File: config.mk
export PLATFORM = sky130hd
export DESIGN_NAME = multi_chan_stim_seq
export DESIGN_NICKNAME = d
export VERILOG_FILES = /design/src/rtl/multi_chan_stim_seq.sv
export SDC_FILE = /design/constraint.sdc
export NUM_CORES = 1
export LEC_CHECK = 0
export BUFFER_PORTS_ARGS = -buffer_cell sky130_fd_sc_hd__buf_2
export CELL_PAD_IN_SITES_DETAIL_PLACEMENT = 1
export CELL_PAD_IN_SITES_GLOBAL_PLACEMENT = 1
export CORE_AREA = 2 2 252 254
export CTS_BUF_LIST = sky130_fd_sc_hd__clkbuf_2 sky130_fd_sc_hd__clkbuf_4 sky130_fd_sc_hd__clkbuf_8
export DETAILED_ROUTE_END_ITERATION = 10
export DIE_AREA = 0 0 254 256
export HOLD_SLACK_MARGIN = 0.15
export PLACE_DENSITY_LB_ADDON = 0.1
export SLEW_MARGIN = 10
export SYNTH_ARGS = -nofsm -noshare
export SYNTH_HDL_FRONTEND = slang
export SYNTH_SLANG_ARGS = --single-unit
export TNS_END_PERCENT = 100
File: constraint.sdc
create_clock -name clk -period 3.9 [get_ports clk]
set_clock_uncertainty 0.1 [all_clocks]
set_input_delay 0.585 -clock clk [delete_from_list [all_inputs] [get_ports clk]]
set_output_delay 0.585 -clock clk [all_outputs]
set_load 0.05 [all_outputs]
File: src/rtl/multi_chan_stim_seq.sv
// Multi-channel stimulus sequencer: drives arithmetic-progression words to NCHAN
// channels for NCYCLES steps and accumulates a per-channel signature of the response.
module multi_chan_stim_seq #(
  parameter int NCHAN    = 2,
  parameter int WIDTH    = 64,
  parameter int NCYCLES  = 5,
  parameter int STEP     = 10,
  parameter int SEED_MUL = 5,
  localparam int LONG_W  = 2*WIDTH+1,
  localparam int CW      = $clog2(NCYCLES+1)
) (
  input  logic                      clk,
  input  logic                      rst_n,
  input  logic                      start,
  input  logic                      hold,
  input  logic [NCHAN*WIDTH-1:0]    x_in,
  output logic [NCHAN*WIDTH-1:0]    a_out,
  output logic [NCHAN*LONG_W-1:0]   long_out,
  output logic [NCHAN*WIDTH-1:0]    sig_out,
  output logic [CW-1:0]             cyc_out,
  output logic                      busy,
  output logic                      done
);

  // state  | meaning
  // IDLE   | out of reset, waiting for start
  // RUN    | one step per cycle unless hold is high
  // DONE   | sequence complete, results held until start or reset
  typedef enum logic [1:0] {S_IDLE, S_RUN, S_DONE} state_t;

  state_t                        r_state;
  logic [NCHAN-1:0][WIDTH-1:0]   r_a;
  logic [NCHAN-1:0][WIDTH-1:0]   r_sig;
  logic [CW-1:0]                 r_cyc;
  logic                          r_busy;
  logic                          r_done;

  always_ff @(posedge clk) begin
    if (!rst_n) begin
      r_state <= S_IDLE;
      r_a     <= '0;
      r_sig   <= '0;
      r_cyc   <= '0;
      r_busy  <= 1'b0;
      r_done  <= 1'b0;
    end else begin
      case (r_state)
        S_IDLE, S_DONE: begin
          if (start) begin
            for (int i = 0; i < NCHAN; i++) begin
              r_a[i]   <= WIDTH'((i+1)*SEED_MUL);
              r_sig[i] <= '0;
            end
            r_cyc   <= '0;
            r_state <= S_RUN;
            r_busy  <= 1'b1;
            r_done  <= 1'b0;
          end
        end
        S_RUN: begin
          if (!hold) begin
            // x_in is the response to the a value presented this cycle
            for (int i = 0; i < NCHAN; i++) begin
              r_a[i]   <= r_a[i] + WIDTH'(STEP);
              r_sig[i] <= r_sig[i] + x_in[i*WIDTH +: WIDTH];
            end
            r_cyc <= r_cyc + CW'(1);
            if (r_cyc == CW'(NCYCLES-1)) begin
              r_state <= S_DONE;
              r_busy  <= 1'b0;
              r_done  <= 1'b1;
            end
          end
        end
        default: begin
          r_state <= S_IDLE;
          r_busy  <= 1'b0;
          r_done  <= 1'b0;
        end
      endcase
    end
  end

  assign a_out   = r_a;
  assign sig_out = r_sig;
  assign cyc_out = r_cyc;
  assign busy    = r_busy;
  assign done    = r_done;

  for (genvar g = 0; g < NCHAN; g++) begin : g_long
    assign long_out[g*LONG_W +: LONG_W] = {1'b0, r_a[g], r_a[g]};
  end

endmodule

After elaboration in Yosys (flattened, before gate mapping)
Index checks and enable logic that the tools add are counted.
Word-level totals
  register bits: 263
  input port bits: 132
  logic and storage cells: 45
Operators by class
  add/sub/neg operators: 5
  eq/ne operators: 6
  muxes and demuxes: 21
  reductions and logical operators: 5
Operators with widths (count)
  128-bit 2-to-1 mux: 4
  128-bit case mux with 2 select lines: 2
  64-bit by 4-bit adder with 64-bit output, second input constant: 2
  64-bit adder: 2
  1-bit 2-to-1 mux: 6
  2-bit 2-to-1 mux: 3
  3-bit 2-to-1 mux: 2
  2-bit inequality test, second input constant: 3
  3-bit case mux with 2 select lines: 1
  3-bit AND reduction: 2
  1-bit case mux with 2 select lines: 2
  2-bit case mux with 2 select lines: 1
  3-bit by 1-bit adder with 3-bit output, second input constant: 1
  3-bit equality test, second input constant: 1
  2-bit by 1-bit equality test with 1-bit output, second input constant: 1
  2-bit equality test, second input constant: 1
  2-bit zero test: 1
  2-bit nonzero test: 1
  2-bit OR reduction: 1

Longest topological paths before layout
Gate-level depths: netlist (run 1).
  depth after elaboration: 4
  mapped depth: 13
  depth with buffers taken out: 13

Worst setup path after synthesis (run 1)
Ideal clock, no wire load.
  kind: register -> register
  start: register r_sig, in the netlist sig_out[0]
  end: register r_sig, in the netlist sig_out[62]
  data arrival time: 3.399 ns
  data required time: 3.683 ns
  setup slack: 0.284 ns
  stages on the path, launching flop included: 14
  path buffers: 0
  path through: dfxtp_1 ha_1 inv_1 fa_1 nor2b_1 o31a_1 o21ai_0 a31o_2 o21a_1 nor4_1 o21ai_1 a2111oi_0 o21ai_0 a32o_1
On the way
  cells in the longest elaborated chain, start to end: 3
Ends and longest elaborated chain
  start, declared: RTL line 33  | logic [NCHAN-1:0][WIDTH-1:0] r_sig;
  start signal, assigned by index: RTL line 65  | r_sig[i] <= r_sig[i] + x_in[i*WIDTH +: WIDTH];
  64-bit adder: RTL line 65
  128-bit 2-to-1 mux: RTL line 61  | if (!hold) begin
  128-bit case mux with 2 select lines: RTL line 47  | case (r_state)
Every way passes these cells. The select of a mux whose other input is x is not followed.
A chain may end at the register's enable or synchronous reset.

Final worst setup path (run 1)
  start: register r_sig, in the netlist sig_out[0]
  end: register r_sig, in the netlist sig_out[60]
The elaborated chain is that of the path after synthesis.

==> out/metrics.yaml, run 1 <==
status: "complete, no violations"
h-tree-depth: 2
grt_antenna_before_repair: 13
cts_buffers: 55
initial_core_util: 0.308
fin_cells: 3793
clk_pin_slew_ps: 70
dpl_cell_area_mm2: 0.0217
yosys_warnings: 0
grt_pass1_vias: 19713
numPortBuffers: 645
hp-class: "in -> reg"
grt_max_degree: 68
grt_use_total: 0.228
ios: 651
cts_tree: "built"
rows: 92
rsz0062_at_grt: "false"
cts_setup_buffers: 0
power.density_mw_per_mm2: 334
utilization: 0.368
ys_types: 77
finalPower_w: 0.00768
fillers: 7748
netlist_instances: 2494
wl_per_cell_um: 20.3
finalSetupViolCount: 0
place.gp.congestion: 0.890
grt_pass1_wl_um: 116000
synthArstFlopShare: 0
dp_cells: 3689
antenna_left: 0
worst_slew_pin_slew_ps: 767
clk_path_buf_depth: 3
reg2reg_depth: 14
hold_viol_final: 0
overflow: 0
slew_violations: 0
p_leak_nw: 11.1
path_max_fanout: 3
rrSetupSlack_ps: 310
viasPerCell: 5.04
holdWs_ps: 221
fp.coreArea_mm2: 0.0624
synth_edf_count: 0
layout-drive-gt1-share: 0.287
vias: 19104
seq_area_mm2: 0.00523
crit_path_end_kind: "flip-flop"
final_area_mm2: 0.0230
die_y_um: 256
area_delta_synth_final_pct: 19.6
syn_area_mm2: 0.0192
fin_nets: 3165
clkSinkCount: 261
multi_input_area_mm2: 0.0114
ir_drop_uv: 199
drc: 0
start_kind: "flip-flop"
crit_type: "reg -> reg"
max_freq_mhz: 279
holdPathStages: 3
die-area_mm2: 0.0650
fin_crit_ps: 3590
maxCapViolations: 0
final.period_utilization: 0.920
cp.arrival_ps: 3970
ys.flop_type: "dfxtp_1"
postRouteWirelength_um: 76800
hpwlAfterDp_um: 61000
synth-seq-cells: 261
seq_area_frac_synth: 0.272
firstDrtPassIters: 5
drt_iter0_drc: 686
clock_latency_ps: 660
fp.dieW_um: 254
slew_headroom: 0.489
cts_root_buf: "clkbuf_8"
cp_data_required_time_ps: 4280
synth_area_per_cell_um2: 7.70
[worst max-delay path, cell delays in order (launching register included)]
cell      delay, ps
dfxtp_1         350
ha_1            190
inv_1            60
fa_1            370
nor2b_1         180
o31a_1          210
o21ai_0         170
a311oi_1        390
buf_4           190
nor3_1           70
o31ai_1         370
a21oi_1         210
o31ai_1         310
xnor2_1         150
o21ai_0          90
[final timing paths]
kind | from | endpoint
hold / removal | x_in[63] | sig_out[63]
hold reg to reg | sig_out[114] | sig_out[114]
setup / recovery | sig_out[0] | sig_out[60]
setup reg to reg | sig_out[0] | sig_out[60]
[cell type report]
| class | count | share of cell area |
|---|---|---|
| multi-input combinational | 1805 | 0.498 |
| sequential | 261 | 0.227 |
| timing repair buffer | 722 | 0.167 |
| clock buffer | 88 | 0.0486 |
| tap | 846 | 0.0461 |
| inverter | 56 | 0.00915 |
| clock inverter | 11 | 0.00387 |
| antenna | 4 | 0.000436 |
[metal layers]
layer  track usage  wire length (um)
met3        0.0475              4100
met1         0.272             32600
met2         0.404             37700
met4        0.0708              2330
met5             0                74
[placed cells by master (no fill, tap or decap), types with 74 or more instances in the layout]
master   synthesis  layout
a21oi_1        192     192
buf_2            0     645
buf_4          259      74
dfxtp_1        261     261
ha_1           130     130
nand2_1        255     253
nor2_1         205     203
o21ai_0        181     181
xnor2_1         94      94
xor2_1         111     111
[Yosys cell counts (7+ instances only)]
cell / count / area [um^2]
a22oi_1: 45 / 338
a211oi_1: 14 / 105
and3_1: 31 / 194
xnor2_1: 94 / 823
nor2_1: 205 / 769
dfxtp_1: 261 / 5230
and4_1: 9 / 78.8
a21boi_0: 9 / 67.6
or3_1: 39 / 244
a21o_1: 46 / 345
buf_4: 259 / 1940
a21oi_1: 192 / 961
a31oi_1: 17 / 106
o21bai_1: 30 / 225
and2_1: 15 / 93.8
inv_1: 56 / 210
xor2_1: 111 / 972
nand4_1: 58 / 363
o21a_1: 17 / 128
o21ai_1: 7 / 35.0
o211ai_1: 8 / 60.1
nand2_1: 255 / 957
nor2b_1: 66 / 413
nor4_1: 13 / 81.3
nand2b_1: 14 / 87.6
a22o_1: 8 / 70.1
o21ai_0: 181 / 906
o31ai_1: 8 / 60.1
nor3_1: 33 / 165
nand3_1: 57 / 285
ha_1: 130 / 1630
clkbuf_1: 113 / 424
[power breakdown]
group / switching (W) / internal [W] / total, W
logic: 0.00108 / 0.000529 / 0.00161
registers: 0.0000783 / 0.00273 / 0.00281
clock network: 0.00139 / 0.00187 / 0.00326
[kinds of logic after synthesis]
group                      count (synthesis)  synth area share
and+or+nand+nor                          820             0.205
AOI/OAI and AO/OA                        640             0.205
buffers and inverters                    432             0.136
DFF                                      261             0.272
xor gates and xnor gates                 205            0.0935
adders and majority gates                132            0.0868
muxes                                      3           0.00156
other                                      1          0.000195
[state kept, by name, indices dropped and copies added (netlist names)]
register and cells:
busy 1, r_state 2, sig_out 128, a_out 127, cyc_out 3
[metrics by stage]
stage / setup slack, ps / TNS (ps)
detailed placement: -254 / -326
finish: 314 / 0
floorplan: 284 / 0
global route: 59.8 / 0
global placement: -52.7 / -82.9
CTS: 92.1 / 0
[what timing repair did]
item                                    4_1_cts  5_1_grt
resized for setup                             0        5
hold buffers                                  1        0
endpoints found under the setup margin        0        5
endpoints found under the hold margin         1        0
Note: power is estimated with default switching activity, not from simulation.
==> run 2: changes to the inputs <==
CELL_PAD_IN_SITES_DETAIL_PLACEMENT = not set   (was 1)
CELL_PAD_IN_SITES_GLOBAL_PLACEMENT = not set   (was 1)
PLACE_DENSITY_LB_ADDON = not set   (was 0.1)
==> run 2 against run 1 <==
  * Critical path type unchanged
  * Register-to-register slack worse by 120 ps
  * Largest power group unchanged
  * Die area is the same
  * Worst setup slack lost 120 ps
  * Design area fell by 0.15%
  * Power fell by 1.8%
  * Clock power decreased by 2%
  * Critical path depth stayed put
  * Sequential power barely moved
==> out/metrics.yaml, run 2 (synthesis results as in run 1) <==
cts_buffers: 52
clk_pin_slew_ps: 60
grt_antenna_before_repair: 25
cts_root_buf: "clkbuf_8"
final_common_cell: "buf_2"
p_sw_frac: 0.322
wl_met3_um: 5980
grt_use_total: 0.230
place.gp.congestion: 0.994
holdPathStages: 3
vias: 19061
postRouteWirelength_um: 78600
hold_end: "sig_out[63]"
viasPerCell: 5.03
worst_slew_pin_slew_ps: 939
min_from: "x_in[63]"
dp_slack_ps: -293
path_max_fanout: 5
wl_per_cell_um: 20.7
start_kind: "flip-flop"
area_delta_synth_final_pct: 19.4
power.density_mw_per_mm2: 329
fin_nets: 3165
drc: 0
dpl_cell_area_mm2: 0.0217
antenna_left: 0
slew_headroom: 0.371
clkSinkCount: 261
met2_length_um: 37000
fin_cells: 3793
dp_cells: 3693
finalSetupViolCount: 0
ios: 651
die-area_mm2: 0.0650
m1WireLength_um: 31400
reg2reg_depth: 14
r2r-end: "sig_out[122]"
cts_tree: "built"
switchingPower_w: 0.00243
cp_data_required_time_ps: 4320
h-tree-depth: 2
power.share.sequential: 0.371
hp-class: "in -> reg"
die_y_um: 256
status: "complete, no violations"
hold_buffers: 0
clock_power_share: 0.421
grt_pass1_vias: 17772
firstDrtPassIters: 5
ir_drop_uv: 241
cp.arrival_ps: 4130
final_cell_mix: "645 x buf_2, 261 x dfxtp_1, 253 x nand2_1, 203 x nor2_1, 192 x a21oi_1"
reg2reg_from: "sig_out[64]"
intPower_w: 0.00512
fp.dieW_um: 254
hpwlAfterDp_um: 63000
largest_reg_flops: 128
comb_power_share: 0.208
final_area_mm2: 0.0229
top_layer: "met5"
hold_viol_final: 0
rows: 92
initial_core_util: 0.308
grt_max_degree: 85
slew_violations: 0
rsz0062_at_grt: "false"
layout_setup_ws_ps: 194
layout-drive-gt1-share: 0.285
clk_path_buf_depth: 3
fin_crit_ps: 3710
drt_iter0_drc: 996
crit_path_end_kind: "flip-flop"
rrSetupSlack_ps: 190
fp.coreArea_mm2: 0.0624
overflow: 0
final.period_utilization: 0.950
clock_latency_ps: 640
p_leak_nw: 11.0
maxCapViolations: 0
numPortBuffers: 645
cts_setup_buffers: 0
crit_type: "reg -> reg"
grt_pass1_wl_um: 113000
max_freq_mhz: 270
tns_ps: 0
-- run 2: changes by cell type in the layout (fill, tap and decap cells not counted), moves of 2 or more --
| cell | previous run | this run |
|---|---|---|
| clkbuf_8 | 73 | 64 |
| diode_2 | 4 | 11 |
| buf_4 | 74 | 79 |
| bufinv_16 | 1 | 4 |
| clkinv_2 | 7 | 4 |
| a2111oi_0 | 1 | 3 |
| clkbuf_4 | 15 | 13 |
-- run 2: power by group through the flow --
stage / Clock (W) / Sequential, W / Combinational [W]
finish: 0.00318 / 0.00280 / 0.00157
global route: 0.00338 / 0.00281 / 0.00170
CTS: 0.00328 / 0.00280 / 0.00156
detailed placement: 0 / 0.00285 / 0.00156
global placement: 0 / 0.00285 / 0.00156
floorplan: 0 / 0.00306 / 0.000893
-- run 2: repair_timing --
item / CTS / global route
endpoints found under the hold margin: 0 / 0
resized for setup: 0 / 1
endpoints found under the setup margin: 0 / 4
-- run 2: layer usage --
metal,up-vias,global-route usage
li1,9320,-
met1,8926,0.262
met2,632,0.387
met3,169,0.0654
met4,14,0.118
met5,-,0
-- run 2: how the worst max path moves through the flow --
stage	to	startpoint	slack, ps
after floorplan	sig_out[62]	sig_out[0]	280
after global placement	sig_out[114]	x_in[64]	-210
final	sig_out[122]	sig_out[64]	190
after detailed placement	sig_out[114]	x_in[64]	-290
after global routing	sig_out[120]	sig_out[64]	50
after CTS	sig_out[114]	sig_out[64]	90
-- run 2: layout make-up --
type / count / area, um^2
fill: 6697 / 39500
sequential: 261 / 5230
multi-input combinational: 1805 / 11400
tap: 846 / 1060
clock inverter: 12 / 179
antenna: 11 / 27.5
clock buffer: 77 / 978
timing repair buffer: 725 / 3840
inverter: 56 / 210
-- run 2: metrics by stage --
step	hold slack (ps)	util	power [W]
after global routing	196	0.368	0.00788
final	215	0.368	0.00754
after floorplan	469	-	0.00395
after CTS	151	0.367	0.00764
after global placement	355	0.349	0.00441
after detailed placement	357	0.349	0.00441
-- run 2: critical path: stages, from the launching register on --
cell and delay, ps:
dfxtp_1 350, ha_1 170, inv_1 60, fa_1 380
nor2b_1 180, o31ai_1 100, buf_4 150, a211oi_1 550
o41ai_2 250, o32a_1 260, a21oi_1 240, o21ai_1 230
a211oi_1 320, mux2i_1 210, nand2_1 60
==> run 3: changes to the inputs <==
clock period = 3.8 ns   (was 3.9 ns; I/O delays follow)
==> run 3 against run 2 <==
  * Fmax is 4.9% higher
  * Wire length hardly changed
  * First-iteration DRC count is 7.0% higher
  * Core utilization is 0.11 points higher
  * Sequential power is 3% higher
  * Clock power is 7.9% lower
  * Register-to-register slack better by 70 ps
  * Sequential cell count stayed put
  * Highest routed layer unchanged
==> out/metrics.yaml, run 3 (synthesis results as in run 1) <==
status: "complete, no violations"
clkSinkCount: 261
cp_data_required_time_ps: 4260
h-tree-depth: 2
hold_end: "r_state[1]"
dp_cells: 3718
grt_use_total: 0.232
hpwlAfterDp_um: 63500
vias: 19188
cp.arrival_ps: 3990
clk_pin_slew_ps: 60
dpl_cell_area_mm2: 0.0219
layout-drive-gt1-share: 0.291
viasPerCell: 5.03
cts_tree: "built"
final_cell_mix: "645 x buf_2, 261 x dfxtp_1, 253 x nand2_1, 203 x nor2_1, 192 x a21oi_1"
min_from: "start"
antenna_left: 0
grt_max_degree: 53
worst_slew_pin_slew_ps: 929
wl_per_cell_um: 20.6
grt_pass1_wl_um: 114000
drt_iter0_drc: 1066
cts_root_buf: "clkbuf_8"
cts_setup_buffers: 0
hold_viol_final: 0
final_area_mm2: 0.0230
reg2reg_depth: 15
ios: 651
clk_path_buf_depth: 3
final_common_cell: "buf_2"
drc: 0
crit_path_end_kind: "flip-flop"
ir_drop_uv: 260
grt_pass1_vias: 18285
die_y_um: 256
fin_cells: 3814
numPortBuffers: 645
grt_antenna_before_repair: 23
hp-class: "in -> reg"
rows: 92
clock_latency_ps: 650
cts_buffers: 53
tns_ps: 0
reg2reg_from: "sig_out[64]"
holdPathStages: 4
place.gp.congestion: 0.991
path_max_fanout: 3
maxCapViolations: 0
slew_headroom: 0.378
initial_core_util: 0.308
power.density_mw_per_mm2: 323
firstDrtPassIters: 5
area_delta_synth_final_pct: 19.8
largest_reg_flops: 128
fin_nets: 3193
p_leak_nw: 11.1
fin_crit_ps: 3530
fp.dieW_um: 254
rrSetupSlack_ps: 270
fp.coreArea_mm2: 0.0624
max_freq_mhz: 283
rsz0062_at_grt: "false"
postRouteWirelength_um: 78500
start_kind: "flip-flop"
crit_type: "reg -> reg"
overflow: 0
final.period_utilization: 0.930
utilization: 0.369
die-area_mm2: 0.0650
finalPower_w: 0.00744
finalSetupViolCount: 0
r2r-end: "sig_out[120]"
slew_violations: 0
run 3: cell types whose count changed in the layout (fill, tap and decap cells not counted), sizes merged:
cell | before | now
bufinv | 4 | 1
clkbuf | 77 | 76
dlygate4sd3 | 0 | 2
clkinv | 5 | 3
clkinvlp | 3 | 2
buf | 725 | 750
inv | 56 | 57
run 3: worst max-delay path: stages (launching register included):
cell and delay (ps):
dfxtp_1 350, ha_1 190, inv_1 60, fa_1 380
nor2b_1 190, o31ai_1 90, buf_4 150, a211oi_2 360
buf_4 190, o31a_1 200, o31a_1 230, o2111ai_1 220
a21oi_1 320, a31oi_1 150, xor2_1 150, o21ai_0 130
run 3: worst max path at each step:
stage	from	endpoint	cells after the start
5_1_grt	sig_out[64]	sig_out[124]	15
4_1_cts	sig_out[64]	sig_out[114]	14
3_3_place_gp	x_in[64]	sig_out[114]	15
2_1_floorplan	sig_out[0]	sig_out[62]	13
3_5_place_dp	x_in[64]	sig_out[114]	15
6_report	sig_out[64]	sig_out[120]	15
run 3: per-layer routing:
| metal | up-vias | part of all wire | global-route usage |
|---|---|---|---|
| li1 | 9360 | - | - |
| met1 | 8963 | 0.39 | 0.264 |
| met2 | 678 | 0.48 | 0.399 |
| met3 | 173 | 0.076 | 0.0603 |
| met4 | 14 | 0.051 | 0.114 |
| met5 | - | 0.0012 | 0 |
run 3: stage by stage:
stage               worst slack [ps]  hold slack (ps)
CTS                             10.2              161
global route                    12.3              201
floorplan                        184              469
detailed placement              -381              364
finish                           267              235
global placement                -320              353
run 3: timing repair:
action | CTS | global route
endpoints found under the hold margin | 2 | 0
hold buffers | 2 | 0
gates resized for setup | 0 | 6
setup endpoints to repair | 0 | 12
run 3: power breakdown:
part | internal [W] | switching, W | total [W]
sequential | 0.00281 | 0.0000684 | 0.00287
clock | 0.00162 | 0.00132 | 0.00293
combinational | 0.000554 | 0.00108 | 0.00163
total | 0.00498 | 0.00246 | 0.00744
run 3: final cells by class:
type	count	area, um^2
Fill cell	6645	39400
Antenna cell	11	27.5
Sequential cell	261	5230
Timing Repair Buffer	752	4050
Clock buffer	76	933
Tap cell	846	1060
Multi-Input combinational cell	1805	11400
Clock inverter	7	71.3
Inverter	56	210
